**src/rtl/seven_seg_scan_driver.sv**
```systemverilog
// Time-multiplexed N-digit common-anode seven-segment driver.
// Inputs are double-buffered and committed on frame boundaries; each digit slot starts with a dark guard interval.
module seven_seg_scan_driver #(
    parameter int NUM_DIGITS   = 4,
    parameter int REFRESH_DIV  = 50000,
    parameter int BLANK_CYCLES = 500
) (
    input  logic                    clk,
    input  logic                    reset_n,
    input  logic [4*NUM_DIGITS-1:0] data_in,
    input  logic [NUM_DIGITS-1:0]   dp_in,
    input  logic [NUM_DIGITS-1:0]   blank_in,
    input  logic                    load,
    input  logic                    hex_en,
    input  logic                    lz_en,
    output logic                    busy,
    output logic                    frame_done,
    output logic [6:0]              seg_n,
    output logic                    dp_n,
    output logic [NUM_DIGITS-1:0]   an_n
);

    localparam int CNT_W = (REFRESH_DIV > 1) ? $clog2(REFRESH_DIV) : 1;
    localparam int IDX_W = (NUM_DIGITS > 1) ? $clog2(NUM_DIGITS) : 1;
    localparam logic [CNT_W-1:0] CNT_LAST  = CNT_W'(REFRESH_DIV - 1);
    localparam logic [CNT_W-1:0] CNT_BLANK = CNT_W'(BLANK_CYCLES);
    localparam logic [IDX_W-1:0] IDX_LAST  = IDX_W'(NUM_DIGITS - 1);

    logic [CNT_W-1:0]        r_cnt;
    logic [IDX_W-1:0]        r_idx;
    logic [4*NUM_DIGITS-1:0] r_act_data,  r_pend_data;
    logic [NUM_DIGITS-1:0]   r_act_dp,    r_pend_dp;
    logic [NUM_DIGITS-1:0]   r_act_blank, r_pend_blank;
    logic                    r_busy;
    logic                    r_frame_done;
    logic [6:0]              r_seg_n;
    logic                    r_dp_n;
    logic [NUM_DIGITS-1:0]   r_an_n;

    logic                    w_wrap;
    logic                    w_boundary;
    logic [NUM_DIGITS-1:0]   w_supp;
    logic                    w_lead;
    logic [3:0]              w_nib;
    logic                    w_dp;
    logic                    w_dark;
    logic [NUM_DIGITS-1:0]   w_an_sel;

    function automatic logic [6:0] f_glyph(input logic [3:0] v, input logic hex);
        logic [6:0] g;
        case (v)
            4'h0: g = 7'b000_0001;
            4'h1: g = 7'b100_1111;
            4'h2: g = 7'b001_0010;
            4'h3: g = 7'b000_0110;
            4'h4: g = 7'b100_1100;
            4'h5: g = 7'b010_0100;
            4'h6: g = 7'b010_0000;
            4'h7: g = 7'b000_1111;
            4'h8: g = 7'b000_0000;
            4'h9: g = 7'b000_1100;
            4'hA: g = hex ? 7'b000_1000 : 7'h7F;
            4'hB: g = hex ? 7'b110_0000 : 7'h7F;
            4'hC: g = hex ? 7'b011_0001 : 7'h7F;
            4'hD: g = hex ? 7'b100_0010 : 7'h7F;
            4'hE: g = hex ? 7'b011_0000 : 7'h7F;
            default: g = hex ? 7'b011_1000 : 7'h7F;
        endcase
        return g;
    endfunction

    assign w_wrap     = (r_cnt == CNT_LAST);
    assign w_boundary = w_wrap && (r_idx == IDX_LAST);

    // Walk down from the top digit; suppression stops at the first nonzero nibble.
    always_comb begin
        w_supp = '0;
        w_lead = lz_en;
        for (int k = NUM_DIGITS - 1; k >= 1; k--) begin
            if (w_lead && (r_act_data[4*k +: 4] == 4'd0)) begin
                w_supp[k] = 1'b1;
            end else begin
                w_lead = 1'b0;
            end
        end
    end

    always_comb begin
        w_nib    = '0;
        w_dp     = 1'b0;
        w_dark   = 1'b0;
        w_an_sel = '0;
        for (int k = 0; k < NUM_DIGITS; k++) begin
            if (r_idx == IDX_W'(k)) begin
                w_nib       = r_act_data[4*k +: 4];
                w_dp        = r_act_dp[k];
                w_dark      = r_act_blank[k] | w_supp[k];
                w_an_sel[k] = 1'b1;
            end
        end
    end

    always_ff @(posedge clk or negedge reset_n) begin
        if (!reset_n) begin
            r_cnt        <= '0;
            r_idx        <= '0;
            r_act_data   <= '0;
            r_act_dp     <= '0;
            r_act_blank  <= '0;
            r_pend_data  <= '0;
            r_pend_dp    <= '0;
            r_pend_blank <= '0;
            r_busy       <= 1'b0;
            r_frame_done <= 1'b0;
            r_seg_n      <= 7'h7F;
            r_dp_n       <= 1'b1;
            r_an_n       <= '1;
        end else begin
            r_cnt <= w_wrap ? '0 : r_cnt + 1'b1;
            if (w_wrap) begin
                r_idx <= (r_idx == IDX_LAST) ? '0 : r_idx + 1'b1;
            end
            r_frame_done <= w_boundary;

            // A load landing on the boundary bypasses pending entirely.
            if (load && w_boundary) begin
                r_act_data  <= data_in;
                r_act_dp    <= dp_in;
                r_act_blank <= blank_in;
                r_busy      <= 1'b0;
            end else if (load) begin
                r_pend_data  <= data_in;
                r_pend_dp    <= dp_in;
                r_pend_blank <= blank_in;
                r_busy       <= 1'b1;
            end else if (w_boundary && r_busy) begin
                r_act_data  <= r_pend_data;
                r_act_dp    <= r_pend_dp;
                r_act_blank <= r_pend_blank;
                r_busy      <= 1'b0;
            end

            if (r_cnt < CNT_BLANK) begin
                r_an_n  <= '1;
                r_seg_n <= 7'h7F;
                r_dp_n  <= 1'b1;
            end else begin
                r_an_n  <= ~w_an_sel;
                r_seg_n <= w_dark ? 7'h7F : f_glyph(w_nib, hex_en);
                r_dp_n  <= w_dark ? 1'b1 : ~w_dp;
            end
        end
    end

    assign busy       = r_busy;
    assign frame_done = r_frame_done;
    assign seg_n      = r_seg_n;
    assign dp_n       = r_dp_n;
    assign an_n       = r_an_n;

endmodule

```
**config.mk**
```make
export PLATFORM = sky130hd
export DESIGN_NAME = seven_seg_scan_driver
export DESIGN_NICKNAME = d
export VERILOG_FILES = /design/src/rtl/seven_seg_scan_driver.sv
export SDC_FILE = /design/constraint.sdc
export NUM_CORES = 1
export LEC_CHECK = 0
export BUFFER_PORTS_ARGS = -buffer_cell sky130_fd_sc_hd__buf_4
export CORE_MARGIN = 4
export CORE_UTILIZATION = 35
export CTS_CLUSTER_DIAMETER = 150
export DETAILED_ROUTE_END_ITERATION = 10
export PLACE_DENSITY = 0.55
export SYNTH_ARGS = -nofsm -noshare
export SYNTH_HDL_FRONTEND = slang
export SYNTH_SLANG_ARGS = --single-unit
```
**constraint.sdc**
```tcl
create_clock -name clk -period 6.05 [get_ports clk]
set_input_delay 0.605 -clock clk [delete_from_list [all_inputs] [get_ports clk]]
set_output_delay 0.605 -clock clk [all_outputs]
set_load 0.01 [all_outputs]
```
==> flow_results.org <==
** Yosys
- For this run, the register share of the synthesized area comes to 0.483.
- After technology mapping, the gate count stands at 384.
- Total number of yosys warnings :: 0
- Counting flops with an async set or reset pin after synthesis yields a share of 1.00.
- After synthesis the cells add up to around 0.0042 sq mm.
- The number of nets in the synthesized netlist is 418.
- Counting flops and latches in the post-synthesis netlist gives 80.
- Post-synth top flop :: sky130_fd_sc_hd__dfrtp_1
- Number of flops mapped to enable cells by yosys :: 0
- Post-synth cell types :: 54
- Each instance of the synthesized netlist takes up on average between 10 and 15 sq um.

** Drt
- In the final routed layout, each cell accounts on average for 15.6 um.
- Count of routing violations after the opening detailed-route iteration :: between 100 and 150
- Length of the first detailed-routing pass in iterations :: 4
- For this block, the via count after detailed routing is 2898.
- Post-detailed-route via-to-cell ratio :: roughly 5.1
- For this run, design rule violations remaining after detail routing come to 0.
- Total wirelength of the detailed-routed design :: just under 9 mm
- Post-route antenna net violation count :: 0

** Clock tree
- For the worst-skew pair, the clock arrives at the later sink with an insertion delay of around 330 ps.
- The H-tree was split into 3 levels.
- TritonCTS Sinks :: 80
- TritonCTS built the clock tree.
- TritonCTS buffer count :: 9
- Post-CTS repair timing setup buffer count :: 0
- CTS clock-pin slew for the worst setup and hold paths :: roughly 60 ps
- Buffers inserted to repair hold after CTS numbered 0.
- In this run, post-CTS repair resized a total of 0 instances.
- CTS placed an instance of sky130_fd_sc_hd__clkbuf_16 at the clock tree root.
- Counting along the longest clock path gives a buffer depth of 2.

** Floorplanning
- The floorplan step defined a core boundary enclosing 0.0116 sq mm.
- The floorplan has 39 rows.
- Total Die Area :: about 0.014 sq mm
- The initial utilization of the core area, before any placement, comes to 0.361.
- Die Y :: 117 um
- In this run the horizontal extent of the chip is around 120 um.
- During I/O placement, the number of pins put on the boundary was between 40 and 50.

** Layout
- The top cell types in the final layout, fill and taps aside, are 68 x sky130_fd_sc_hd__dfrtp_1, 48 x sky130_fd_sc_hd__nand2_1, 42 x sky130_fd_sc_hd__buf_4.
- For this run, the share of the core covered by cells in the final layout is 0.420.
- Leading cell type in the layout, fill and taps excluded :: sky130_fd_sc_hd__dfrtp_1
- Total Nets Final :: around 450
- Of the cells placed in the final design, the portion with a size suffix greater than 1 is 0.286.
- Area added between synthesis and finish :: 16.2%
- 0 antenna diodes ended up in the layout.

** Power and ir drop
- Summed over all cells, the static leakage comes to around 2.1 nW.
- Peak VDD IR :: 0.129 mV
- Power Density :: 255 mW/mm^2

** Setup path
- The worst register-to-register path has a depth of 4.
- Slowest Stage Delay on Critical Path :: 720 ps
- Max FO, Critical Path :: 44
- On the critical path the largest part of the delay comes from simple AND/OR/NAND/NOR gates.
- Counting both buffers and inverters, the worst setup path holds a total of 0.
- For the worst setup path, the data arrival time is roughly 3100 ps.
- Cells along the critical path :: or4_4 -> and4b_1 -> nand3b_4 -> o31ai_1
- The slowest stage of the critical path is the sky130_fd_sc_hd__and4b_1 cell.
- CP Depth :: 4
- Data on the critical path is required at its endpoint by approximately 6300 ps.
- Launching element type of the critical path :: flop
- The worst setup path is of the flop to flop kind.
- STA classifies the critical path endpoint as a flop.

** Placed design
- At the placement stage, the worst setup path has a slack of roughly 3200 ps.
- Summed over all nets, the half-perimeter wirelength after detailed placement is roughly 6 mm.
- At the end of routability-driven placement, the weighted congestion stood at slightly above 0.8.
- Count of buffers inserted at the top-level ports :: 42

** Global route
- After global routing the overflow that remains totals 0.
- GR Util All Layers :: 0.137
- First-pass GRT wire length :: ~15 mm
- Number of antenna violations at the first check in global routing :: 0
- Entering global routing, the biggest net connects 81 pins.
- The number of global-route vias before repair came to between 2000 and 3000.

** Timing
- Clock period minus final worst setup slack :: roughly 2800 ps
- Worst slew margin :: 0.307
- Derived from the worst setup path, the maximum achievable clock frequency is approximately 350 MHz.
- Setup repair after global routing left no endpoint under its margin.
- Post-Route Setup TNS :: 0 ps
- The total count of max-transition violations in the final report came to 0.
- Post-layout worst setup margin :: roughly 3200 ps
- Setup violations remaining at the end of the flow were counted as 0.
- Worst-case clock skew :: roughly 7.9 ps
- The final number of hold-violating endpoints came to 0.
- In the finished design, the share of the clock period the worst path needs comes to 0.466.
- Worst Tran Pin Value :: around 1000 ps

** Run status
- The flow ran to the end, and the final reports show no timing, DRC or antenna violations.

** Min path
- The min-delay analysis places its worst path in the category input port to async pin.

** Run
- Max capacitance violation total :: 0
## cells in the mapped netlist (all sizes together), types with 2 or more instances
library cell,count,area (sq um)
nand2,48,180
and2,2,12.5
a21oi,10,50.1
nor3b,4,30.0
nand2b,4,25.0
and4,4,36.3
a211o,5,43.8
a211oi,8,65.1
nor3,3,15.0
and3,4,30.0
nor2,38,143
nand4,5,31.3
o211ai,2,15.0
dfstp,12,315
o31ai,22,255
o21bai,3,22.5
nand3,6,30.0
mux2,24,345
dfrtp,68,1700
o21ai,11,55.1
ha,5,62.6
inv,2,7.51
a221o,2,20.0
o2111ai,2,17.5
o22ai,2,12.5
xor2,6,52.6
clkbuf,10,37.5
a31o,2,17.5
nor4,5,31.3
nand4b,2,17.5
xnor2,7,61.3
nand3b,6,57.6
buf,12,114
nor2b,29,184
## final cells by class
class                   count  area, sq um
fillers                  1091         6710
flip-flops and latches     80         2020
multi-input cells         280         2000
repair buffers             42          315
clock buffers              10          239
well taps                 143          179
clock inverters             6         91.3
inverters                   2         7.51
## cells by family after synthesis
group                    Yosys count  share of synthesized area
adder cells (fa/ha/maj)            5                     0.0150
AO/OA/AOI/OAI                     73                      0.145
XOR/XNOR                          13                     0.0273
AND/OR/NAND/NOR                  165                      0.208
buffers and inverters             24                     0.0381
multiplexers                      24                     0.0827
flip-flops                        80                      0.483
## state kept, by name, indices dropped and copies added (netlist names), 4 cells and up
register      flops
r_pend_data      16
r_cnt            16
r_pend_dp         4
an_n              4
seg_n             7
r_act_blank       4
r_act_dp          4
r_act_data       16
r_pend_blank      4
## through the flow
| step | std cells | cell area, sq um | total power [W] | hold WS (ps) |
|---|---|---|---|---|
| global route | 563 | 4850 | 0.00129 | 498 |
| floorplan | 384 | 4170 | 0.000620 | 309 |
| global placement | 547 | 4520 | 0.000653 | 465 |
| finish | 563 | 4850 | 0.00124 | 418 |
| detailed placement | 547 | 4520 | 0.000654 | 466 |
| CTS | 563 | 4850 | 0.00126 | 479 |
## layer usage
metal,track usage,share of wire
met5,0,0
met4,0.0352,0.0063
met3,0.0370,0.047
met2,0.202,0.44
met1,0.200,0.51
## report_power, final
part | switching, W | leakage, nW | internal [W]
registers | 0.0000110 | 0.996 | 0.000553
logic | 0.0000359 | 0.969 | 0.0000432
clock network | 0.000222 | 0.151 | 0.000374
total | 0.000269 | 2.12 | 0.000970
## path summary, 6_finish.rpt
kind                                 from        endpoint  slack (ps)
setup / recovery                r_cnt[10]  r_act_blank[1]        3230
hold / removal                    reset_n        r_cnt[5]         420
setup reg to reg                r_cnt[10]  r_act_blank[1]        3230
hold reg to reg            r_act_blank[2]  r_act_blank[2]         480
max in group asynchronous         reset_n  r_pend_data[8]        4940
min in group clk           r_act_blank[2]  r_act_blank[2]         480
No activity file was read; power rests on OpenSTA's default activity.
